--- src/rtl/uart_rx_fifo.sv ---
// 8N1 UART receiver (centre-sampled, 2-FF synchronised input) feeding a show-ahead byte FIFO.
// Head byte is visible with no read latency; a push is dropped and flagged when the FIFO is full.
module uart_rx_fifo #(
  parameter int CLK_PER_HALF_BIT = 5208,
  parameter int FIFO_DEPTH       = 16
) (
  input  logic                          clk,
  input  logic                          rst,
  input  logic                          uart_rx,
  input  logic                          rx_pop,
  output logic [7:0]                    r_data,
  output logic                          receiver_valid,
  output logic                          ferr,
  output logic                          overrun,
  output logic [$clog2(FIFO_DEPTH):0]   rx_count
);

  localparam int P  = 2 * CLK_PER_HALF_BIT;
  localparam int CW = $clog2(P);
  localparam int AW = $clog2(FIFO_DEPTH);
  localparam logic [CW-1:0] HALF_LAST = CW'(CLK_PER_HALF_BIT - 1);
  localparam logic [CW-1:0] FULL_LAST = CW'(P - 1);
  localparam logic [AW:0]   DEPTH     = (AW+1)'(FIFO_DEPTH);

  typedef enum logic [2:0] {IDLE, START, DATA, STOP, BRK} state_t;

  state_t          state_q;
  logic [CW-1:0]   cnt_q;
  logic [2:0]      bit_idx_q;
  logic [7:0]      shift_q;
  logic            push_q;
  logic            ferr_q;
  logic            rx_meta_q;
  logic            rx_s_q;

  logic [7:0]      mem_q [FIFO_DEPTH];
  logic [AW-1:0]   wr_ptr_q;
  logic [AW-1:0]   rd_ptr_q;
  logic [AW:0]     count_q;
  logic [AW:0]     count_d;
  logic            overrun_q;
  logic            do_push;
  logic            do_pop;
  logic            full;

  always_ff @(posedge clk) begin
    if (rst) begin
      rx_meta_q <= 1'b1;
      rx_s_q    <= 1'b1;
    end else begin
      rx_meta_q <= uart_rx;
      rx_s_q    <= rx_meta_q;
    end
  end

  always_ff @(posedge clk) begin
    if (rst) begin
      state_q   <= IDLE;
      cnt_q     <= '0;
      bit_idx_q <= '0;
      shift_q   <= '0;
      push_q    <= 1'b0;
      ferr_q    <= 1'b0;
    end else begin
      push_q <= 1'b0;
      ferr_q <= 1'b0;
      case (state_q)
        IDLE: begin
          cnt_q <= '0;
          if (!rx_s_q) state_q <= START;
        end
        START: begin
          if (cnt_q == HALF_LAST) begin
            cnt_q     <= '0;
            bit_idx_q <= '0;
            // A start bit that is high again at its centre was only a glitch.
            state_q   <= rx_s_q ? IDLE : DATA;
          end else begin
            cnt_q <= cnt_q + CW'(1);
          end
        end
        DATA: begin
          if (cnt_q == FULL_LAST) begin
            cnt_q     <= '0;
            shift_q   <= {rx_s_q, shift_q[7:1]};
            bit_idx_q <= bit_idx_q + 3'd1;
            if (bit_idx_q == 3'd7) state_q <= STOP;
          end else begin
            cnt_q <= cnt_q + CW'(1);
          end
        end
        STOP: begin
          if (cnt_q == FULL_LAST) begin
            cnt_q <= '0;
            if (rx_s_q) begin
              push_q  <= 1'b1;
              state_q <= IDLE;
            end else begin
              ferr_q  <= 1'b1;
              state_q <= BRK;
            end
          end else begin
            cnt_q <= cnt_q + CW'(1);
          end
        end
        BRK: begin
          // Hold off until the line returns high so a break is not read as 0x00.
          cnt_q <= '0;
          if (rx_s_q) state_q <= IDLE;
        end
        default: begin
          cnt_q   <= '0;
          state_q <= IDLE;
        end
      endcase
    end
  end

  assign full    = (count_q == DEPTH);
  assign do_pop  = rx_pop && (count_q != '0);
  assign do_push = push_q && (!full || do_pop);

  always_comb begin
    count_d = count_q;
    if (do_push && !do_pop)      count_d = count_q + (AW+1)'(1);
    else if (!do_push && do_pop) count_d = count_q - (AW+1)'(1);
  end

  always_ff @(posedge clk) begin
    if (rst) begin
      wr_ptr_q  <= '0;
      rd_ptr_q  <= '0;
      count_q   <= '0;
      overrun_q <= 1'b0;
    end else begin
      if (do_push) wr_ptr_q <= wr_ptr_q + AW'(1);
      if (do_pop)  rd_ptr_q <= rd_ptr_q + AW'(1);
      count_q <= count_d;
      if (push_q && !do_push) overrun_q <= 1'b1;
    end
  end

  always_ff @(posedge clk) begin
    if (!rst && do_push) mem_q[wr_ptr_q] <= shift_q;
  end

  assign receiver_valid = (count_q != '0);
  assign r_data         = receiver_valid ? mem_q[rd_ptr_q] : 8'h00;
  assign ferr           = ferr_q;
  assign overrun        = overrun_q;
  assign rx_count       = count_q;

endmodule

--- config.mk ---
export PLATFORM = sky130hd
export DESIGN_NAME = uart_rx_fifo
export DESIGN_NICKNAME = d
export VERILOG_FILES = /design/src/rtl/uart_rx_fifo.sv
export SDC_FILE = /design/constraint.sdc
export NUM_CORES = 1
export LEC_CHECK = 0
export ABC_CLOCK_PERIOD_IN_PS = 4150
export CAP_MARGIN = 25
export CORE_UTILIZATION = 40
export DETAILED_ROUTE_END_ITERATION = 10
export PLACE_DENSITY = 0.55
export SYNTH_ARGS = -nofsm -noshare
export SYNTH_HDL_FRONTEND = slang
export SYNTH_SLANG_ARGS = --single-unit
--- constraint.sdc ---
create_clock -name clk -period 4.15 [get_ports clk]
set_clock_uncertainty 0.15 [all_clocks]
set_input_delay 0.83 -clock clk [delete_from_list [all_inputs] [get_ports clk]]
set_output_delay 0.83 -clock clk [all_outputs]
set_load 0.01 [all_outputs]
# After elaboration in Yosys (flattened, before gate mapping)
# Memory sizes are Yosys's and may differ from the RTL's. A register that Yosys moved wholly into a read port is not among the register bits.
# Index checks and enable logic that the tools add are counted.
# totals
ram_bits,128
mem_count,1
regBits,46
output_inout_bits,16
# memory_table
name,words,word_bits,rd,rd_ports_with_merged_regs,wr,line_no,source
mem_q,16,8,1,1,1,36,logic [7:0] mem_q [FIFO_DEPTH];
# classes
muxes,24
reduce_logical,20
bitwise_logic,2
eq_ne,14
n_addsub,6
# op_table
op,count
$mux 14,2
$pmux 14 s2,1
$mux 3,9
$pmux 3 s5,1
$add 14x1->14 const B,1
$eq 14x13->1 const B,1
$eq 14x14->1 const B,1
$ne 2x2->1 const B,6
$mux 5,2
$add 4x1->4 const B,2
$mux 4,2
$mux 8,1
$eq 3x2->1 const B,2
$eq 3x3->1 const B,2
$logic_and 1x1->1,6
$pmux 3 s2,1
$reduce_and 6->1,1
$add 5x1->5 const B,1
$eq 5x5->1 const B,1
$reduce_bool 5->1,1
$sub 5x1->5 const B,1
$logic_not 1->1,4
$mux 1,4
$reduce_bool 2->1,2
other kinds (10),11

# Depth between registers and ports, before layout
# Gate-level depths: netlist of the first run.
# logic_depth
ltp_word,8
ltp_mapped,11

# Worst setup path after synthesis of the first run
# Ideal clock, no wire load.
# synth_path
path_type,reg-to-reg
from,register count_q[1] (netlist: rx_count[1])
to,register count_q[4] (netlist: rx_count[4])
t_required_ns,3.879
setup_slack_ns,1.097
setup_time_ns,0.121
n_path_buf,0
stages_incl_launch_ff,11
t_arrival_ns,2.782
path_cell_list,dfxtp_1 or4_1 nand2b_1 nand2_1 ha_1 inv_1 ha_1 a21o_1 a21oi_1 mux2i_1 mux2_2
# synth_between
elab_chain_len,7
elab_cells_between_ends,15
classes_between,2 x add/sub; 1 x eq/ne; 2 x mux; 10 x reduce/logical
# synth_rtl
item,line_no,source
from (decl),39,logic [AW:0] count_q;
from (signal assigned),138,count_q <= count_d;
$reduce_bool 5->1 (*),--,
via receiver_valid,12,"output logic receiver_valid,"
$logic_and 1x1->1 (*),120,assign do_pop = rx_pop && (count_q != '0);
$logic_or 1x1->1,121,assign do_push = push_q && (!full || do_pop);
$logic_and 1x1->1,121,
$logic_not 1->1,126,else if (!do_push && do_pop) count_d = count_q - (AW+1)'(1);
$logic_and 1x1->1,126,
$reduce_bool 2->1 (no source line),--,
# The timed path passes the listed nets; every way through them passes the cells marked *. The select of a mux whose other input is x is not followed.
# A chain may end at the register's enable or synchronous reset.

# Worst setup path after layout of the first run
# layout_path
from,register count_q[1] (netlist: rx_count[1])
to,output port r_data[7]
# layout_between
elab_chain_len,2
# layout_rtl
item,line_no,source
$reduce_bool 5->1,147,assign receiver_valid = (count_q != '0);
$mux 8,148,assign r_data = receiver_valid ? mem_q[rd_ptr_q] : 8'h00;
to (decl),11,"output logic [7:0] r_data,"
# No other way between the ends.

==> flow_metrics.env, run 1 <==
export IMPL_die_w_um=136
export IMPL_gp_congestion=0.760
export IMPL_crit_path_start_kind="flop"
export IMPL_htree_levels=4
export IMPL_hpwl_mm=8.47
export IMPL_synth_nets=480
export IMPL_cap_violations=0
export IMPL_vias=3793
export IMPL_routed_wl_mm=13.6
export IMPL_via_per_inst=5.15
export IMPL_synthFlopType="edfxtp_1"
export IMPL_peakVddDrop_mv=0.280
export IMPL_path_delay_family="simple AND/OR/NAND/NOR gates"
export IMPL_drtIter0Drc=376
export IMPL_power_leakage_nw=2.75
export IMPL_power_density_nw_per_um2=519
export IMPL_fp_coreArea_um2=17400
export IMPL_synth_compound_area_share=0.0293
export IMPL_cts_hold_buffers_added=0
export IMPL_place_area_um2=7690
export IMPL_yosysUniqueCellTypes=43
export IMPL_root_buffer="clkbuf_16"
export IMPL_arrival_ns=2.62
export IMPL_portBuffers=19
export IMPL_max_stage_delay_ns=0.57
export IMPL_synth_common_cells="128 x edfxtp_1, 59 x nor2_1, 50 x dfxtp_1"
export IMPL_avgRoutedWirePerCell_um=18.4
export IMPL_post_cts_setup_buffers=0
export IMPL_rsz0062_at_grt="no"
export IMPL_relSlewSlack=0.528
export IMPL_ant_nets=0
export IMPL_drive_gt1_frac=0.166
export IMPL_crit_path_max_fanout=8
export IMPL_initial_utilization=0.411
export IMPL_fillCellCount=1497
export IMPL_async_flop_share=0
export IMPL_cts_resized=0
export IMPL_area_delta_synth_final_pct=16.0
export IMPL_period_share=0.868
export IMPL_diodes=0
export IMPL_cts_tree="built"
export IMPL_insertion_delay_ns=0.42
export IMPL_status="completed"
export IMPL_utilization=0.477
export IMPL_fin_cells=737
export IMPL_clk_pin_slew_ns=0.06
export IMPL_die_h_um=136
export IMPL_rr_startpoint="rx_count[1]"
export IMPL_rows=48
export IMPL_crit_buf_inv=1
export IMPL_firstDrtPassIters=5
export IMPL_numCtsBuffers=17
export IMPL_hold_class="flop to flop"
export IMPL_preCtsSetupSlack_ns=0.512
export IMPL_grt_usage=0.163
export IMPL_yosysSeqAreaShare=0.678
export IMPL_tightest_slew_ns=0.707
export IMPL_syn_area_um2=7140
export IMPL_final_cell_area_um2=8290
export IMPL_setup_viol=0
export IMPL_synth_edff_count=128
export IMPL_synthCells=462
export IMPL_min_period_ns=3.60
export IMPL_cp_required_ns=3.17
export IMPL_hp_start="rx_meta_q"
export IMPL_crit_type="flop to output port"
export IMPL_crit_start="rx_count[1]"
export IMPL_nets=517
export IMPL_synth_xor_area_frac=0.0258
export IMPL_gr_total_overflow=0
export IMPL_hold_viol_final=0
export IMPL_cts_sinks=178
export IMPL_synth_simple_gate_area_share=0.0830
export IMPL_grt_pass1_wl_mm=21.6
export IMPL_fmax_mhz=278
export IMPL_yosys_warnings=0
export IMPL_grt_pass1_vias=3919
export IMPL_cp_slowest_cell="or4_1"
export IMPL_synth_top_area_frac=0.538
export IMPL_drc_errors=0
export IMPL_synth_most_common_cell="edfxtp_1"
export IMPL_syn_mean_instance_area_um2=15.5
export IMPL_antenna_found_initial=0
export IMPL_grt_max_degree=37
export IMPL_fin_tns_setup_ns=0
export IMPL_ys_top_cells_by_area="edfxtp_1 54%, dfxtp_1 14%, mux4_2 10%"
export IMPL_clock_path_buffers=2
export IMPL_synth_top_family_by_area="multiplexers"
export IMPL_crit_path_end_kind="output port"
export IMPL_ys_seq_elements=178
export IMPL_worst_slack_ns=0.548
export IMPL_synth_mux_area_frac=0.139
export IMPL_final_max_slew_viol_count=0
export IMPL_dpl_cell_count=705
export IMPL_yosysTopAreaCell="edfxtp_1"
export IMPL_crit_top_cell="nand2b_1"
export IMPL_synth_fa_ha_area_frac=0.0256
export IMPL_crit_chain="or4_1, nand2b_1, nand2b_1, o22ai_1, clkdlybuf4s50_1"
export IMPL_ios=20
export IMPL_dieArea_um2=18400
[metrics by stage]
stage                     power [mW]  hold WS [ns]
after floorplan                 2.46         0.239
after global placement          2.72         0.248
after detailed placement        2.73         0.256
after CTS                       4.35         0.271
after global routing            4.48         0.295
final                           4.30         0.270
[worst paths after layout]
kind | end | slack, ns | depth (start not counted)
min reg2reg | rx_s_q | 0.27 | 1
min | rx_s_q | 0.27 | 1
max | r_data[7] | 0.55 | 5
max reg2reg | rx_count[4] | 0.95 | 10
[logic make-up (layout without fill, tap and decap cells)]
family,Yosys count,in the layout
DFF,178,178
buffers and inverters,33,83
xor gates and xnor gates,21,21
muxes,59,59
and+or+nand+nor,124,124
adders and majority gates,14,14
AOI/OAI and AO/OA,33,33
[flip-flops by register name, summed over array words and instances, names as in the netlist, named ones only]
register   flops
bit_idx_q      3
cnt_q         14
ferr           1
mem_q        128
overrun        1
push_q         1
rd_ptr_q       4
rx_count       5
rx_meta_q      1
rx_s_q         1
shift_q        8
state_q        3
wr_ptr_q       4
[per-layer routing]
| layer | global-route usage | wire length (um) |
|---|---|---|
| met5 | 0 | 0 |
| met4 | 0.0599 | 174 |
| met3 | 0.0329 | 543 |
| met2 | 0.254 | 6580 |
| met1 | 0.224 | 6260 |
[report_power, final]
group / internal (mW) / switching (mW) / total [mW]
combinational: 0.382 / 0.359 / 0.741
clock: 0.996 / 0.624 / 1.62
sequential: 1.91 / 0.0278 / 1.94
total: 3.29 / 1.01 / 4.30
[layout make-up]
type	count	area, um^2	area share
clock buffer	19	433	0.0523
clock inverter	13	166	0.0201
inverter	12	45.0	0.00544
multi-input combinational	251	2160	0.261
sequential	178	4850	0.585
tap	225	282	0.0340
timing repair buffer	39	353	0.0426
[placed cells by master, fill, tap and decap left out, drive strengths merged, types with 3 or more instances in the layout]
cell type | synthesis | layout
a21oi | 9 | 9
buf | 7 | 20
bufinv | 0 | 4
clkbuf | 14 | 19
clkdlybuf4s50 | 0 | 19
clkinv | 0 | 7
dfxtp | 50 | 50
edfxtp | 128 | 128
ha | 13 | 13
inv | 12 | 12
mux2i | 26 | 26
mux4 | 32 | 32
nand2 | 17 | 17
nand2b | 8 | 8
nand3 | 11 | 11
nand4 | 5 | 5
nor2 | 59 | 59
nor3 | 5 | 5
o21ai | 5 | 5
o22ai | 8 | 8
or3 | 3 | 3
xnor2 | 4 | 4
xor2 | 17 | 17
(Power assumes the default switching activity.)
==> run 2, diff against run 1 <==
--- a/config.mk
+++ b/config.mk
@@ -9,7 +9,7 @@
 export CAP_MARGIN = 25
 export CORE_UTILIZATION = 40
 export DETAILED_ROUTE_END_ITERATION = 10
-export PLACE_DENSITY = 0.55
+export PLACE_DENSITY = 0.59
 export SYNTH_ARGS = -nofsm -noshare
 export SYNTH_HDL_FRONTEND = slang
 export SYNTH_SLANG_ARGS = --single-unit
==> run 2 against run 1 <==
  * Clock power about the same
  * Final cell count is 0.14% higher
  * Highest routed layer unchanged
  * Worst setup slack worse by 0.090 ns
  * Worst hold slack got worse by 0.0054 ns
  * Sequential share of layout area down 0.053 points
  * Critical path depth stayed put
  * First-iteration DRC count fell by 8.5%
==> flow_metrics.env, run 2 (synthesis gave the netlist of run 1 again) <==
export IMPL_hp_start="rx_meta_q"
export IMPL_die_h_um=136
export IMPL_utilization=0.478
export IMPL_period_share=0.890
export IMPL_max_stage_delay_ns=0.60
export IMPL_crit_path_end_kind="output port"
export IMPL_status="completed"
export IMPL_arrival_ns=2.71
export IMPL_via_per_inst=5.31
export IMPL_crit_type="flop to output port"
export IMPL_gp_congestion=0.804
export IMPL_portBuffers=19
export IMPL_cts_sinks=178
export IMPL_grt_pass1_vias=3942
export IMPL_power_density_nw_per_um2=516
export IMPL_rsz0062_at_grt="no"
export IMPL_insertion_delay_ns=0.42
export IMPL_hpwl_mm=9.08
export IMPL_most_common_layout_cells="128 x edfxtp_1, 59 x nor2_1, 49 x dfxtp_1"
export IMPL_setup_viol=0
export IMPL_area_delta_synth_final_pct=16.1
export IMPL_firstDrtPassIters=4
export IMPL_preCtsSetupSlack_ns=0.550
export IMPL_power_leakage_nw=2.77
export IMPL_dieArea_um2=18400
export IMPL_cap_violations=0
export IMPL_rr_startpoint="rx_count[1]"
export IMPL_clk_pin_slew_ns=0.07
export IMPL_place_area_um2=7690
export IMPL_drtIter0Drc=344
export IMPL_largest_register_ff_count=128
export IMPL_drt_met1_wl_mm=6.46
export IMPL_min_period_ns=3.69
export IMPL_multiInputGateArea_um2=2160
export IMPL_crit_buf_inv=2
export IMPL_grt_usage=0.168
export IMPL_cp_required_ns=3.17
export IMPL_wl_met3_um=541
export IMPL_final_common_cell="edfxtp_1"
export IMPL_hold_viol_final=0
export IMPL_relSlewSlack=0.450
export IMPL_ant_nets=0
export IMPL_clock_path_buffers=2
export IMPL_grt_pass1_wl_mm=22.1
export IMPL_initial_utilization=0.411
export IMPL_die_w_um=136
export IMPL_top_register="mem_q"
export IMPL_gr_total_overflow=0
export IMPL_routed_wl_met2_mm=7.07
export IMPL_fin_cells=738
export IMPL_fmax_mhz=271
export IMPL_worst_slack_ns=0.458
export IMPL_reg_largest_list="mem_q: 128 flops, cnt_q: 14 flops, shift_q: 8 flops"
export IMPL_root_buffer="clkbuf_16"
export IMPL_cp_slowest_cell="dfxtp_2"
export IMPL_crit_path_max_fanout=11
export IMPL_routed_wl_mm=14.2
export IMPL_area_sequential_um2=4850
export IMPL_diodes=0
export IMPL_rows=48
export IMPL_cts_resized=0
export IMPL_grt_max_degree=37
export IMPL_fin_tns_setup_ns=0
export IMPL_fp_coreArea_um2=17400
export IMPL_final_cell_area_um2=8290
export IMPL_crit_chain="buf_4, mux4_2, mux2i_1, o22ai_1, clkdlybuf4s50_1"
export IMPL_final_max_slew_viol_count=0
export IMPL_drive_gt1_frac=0.175
export IMPL_hold_class="flop to flop"
export IMPL_dpl_cell_count=706
export IMPL_numCtsBuffers=17
export IMPL_path_delay_family="buffers and inverters"
export IMPL_fillCellCount=1459
export IMPL_drc_errors=0
export IMPL_ios=20
export IMPL_htree_levels=4
export IMPL_nets=518
export IMPL_avgRoutedWirePerCell_um=19.2
export IMPL_crit_path_start_kind="flop"
export IMPL_antenna_found_initial=0
export IMPL_tightest_slew_ns=0.824
export IMPL_post_cts_setup_buffers=0
export IMPL_highest_layer="met4"
export IMPL_vias=3922
export IMPL_cts_hold_buffers_added=0
export IMPL_cts_tree="built"
export IMPL_peakVddDrop_mv=0.345
-- run 2: cell count changes in the layout (fill, tap and decap cells not counted) --
cell / previous run / this run
clkbuf_1: 2 / 1
bufinv_16: 4 / 1
clkbuf_8: 0 / 2
clkinvlp_2: 1 / 0
buf_4: 19 / 20
inv_6: 0 / 3
clkbuf_16: 17 / 19
clkinv_1: 4 / 1
inv_4: 0 / 1
-- run 2: cell type report --
class	instances	area share
clock buffer	22	0.0611
clock inverter	10	0.0112
inverter	12	0.00543
multi-input combinational	251	0.261
sequential	178	0.584
tap	225	0.0339
timing repair buffer	40	0.0435
-- run 2: worst paths after layout --
path | to | slack (ns) | cells past startpoint
worst max-delay path | r_data[5] | 0.46 | 5
worst min-delay path | rx_s_q | 0.26 | 1
worst min register to register | rx_s_q | 0.26 | 1
worst max register to register | rx_count[4] | 0.86 | 10
-- run 2: metrics by stage --
stage          power [mW]  hold WS (ns)
2_1_floorplan        2.46         0.239
3_3_place_gp         2.73         0.243
3_5_place_dp         2.74         0.250
4_1_cts              4.34         0.267
5_1_grt              4.46         0.298
6_report             4.28         0.264
-- run 2: layer usage --
| metal | global-route usage | up-vias |
|---|---|---|
| met3 | 0.0516 | 13 |
| met2 | 0.279 | 67 |
| met4 | 0.0449 | 0 |
| li1 | - | 1819 |
| met5 | 0 | - |
| met1 | 0.212 | 2023 |
-- run 2: power by group --
group / total [mW] / switching, mW / internal [mW] / leakage [nW]
registers: 1.95 / 0.0455 / 1.91 / 1.59
clock network: 1.59 / 0.659 / 0.933 / 0.296
logic: 0.733 / 0.347 / 0.386 / 0.880
total: 4.28 / 1.05 / 3.23 / 2.77
==> run 3, diff against run 2 <==
--- a/config.mk
+++ b/config.mk
@@ -9,7 +9,9 @@
 export CAP_MARGIN = 25
 export CORE_UTILIZATION = 40
 export DETAILED_ROUTE_END_ITERATION = 10
+export GPL_ROUTABILITY_DRIVEN = 0
 export PLACE_DENSITY = 0.59
+export SLEW_MARGIN = 40
 export SYNTH_ARGS = -nofsm -noshare
 export SYNTH_HDL_FRONTEND = slang
 export SYNTH_SLANG_ARGS = --single-unit
==> results of run 3 <==
Final layout, timing and power as in run 2 (identical DEF).
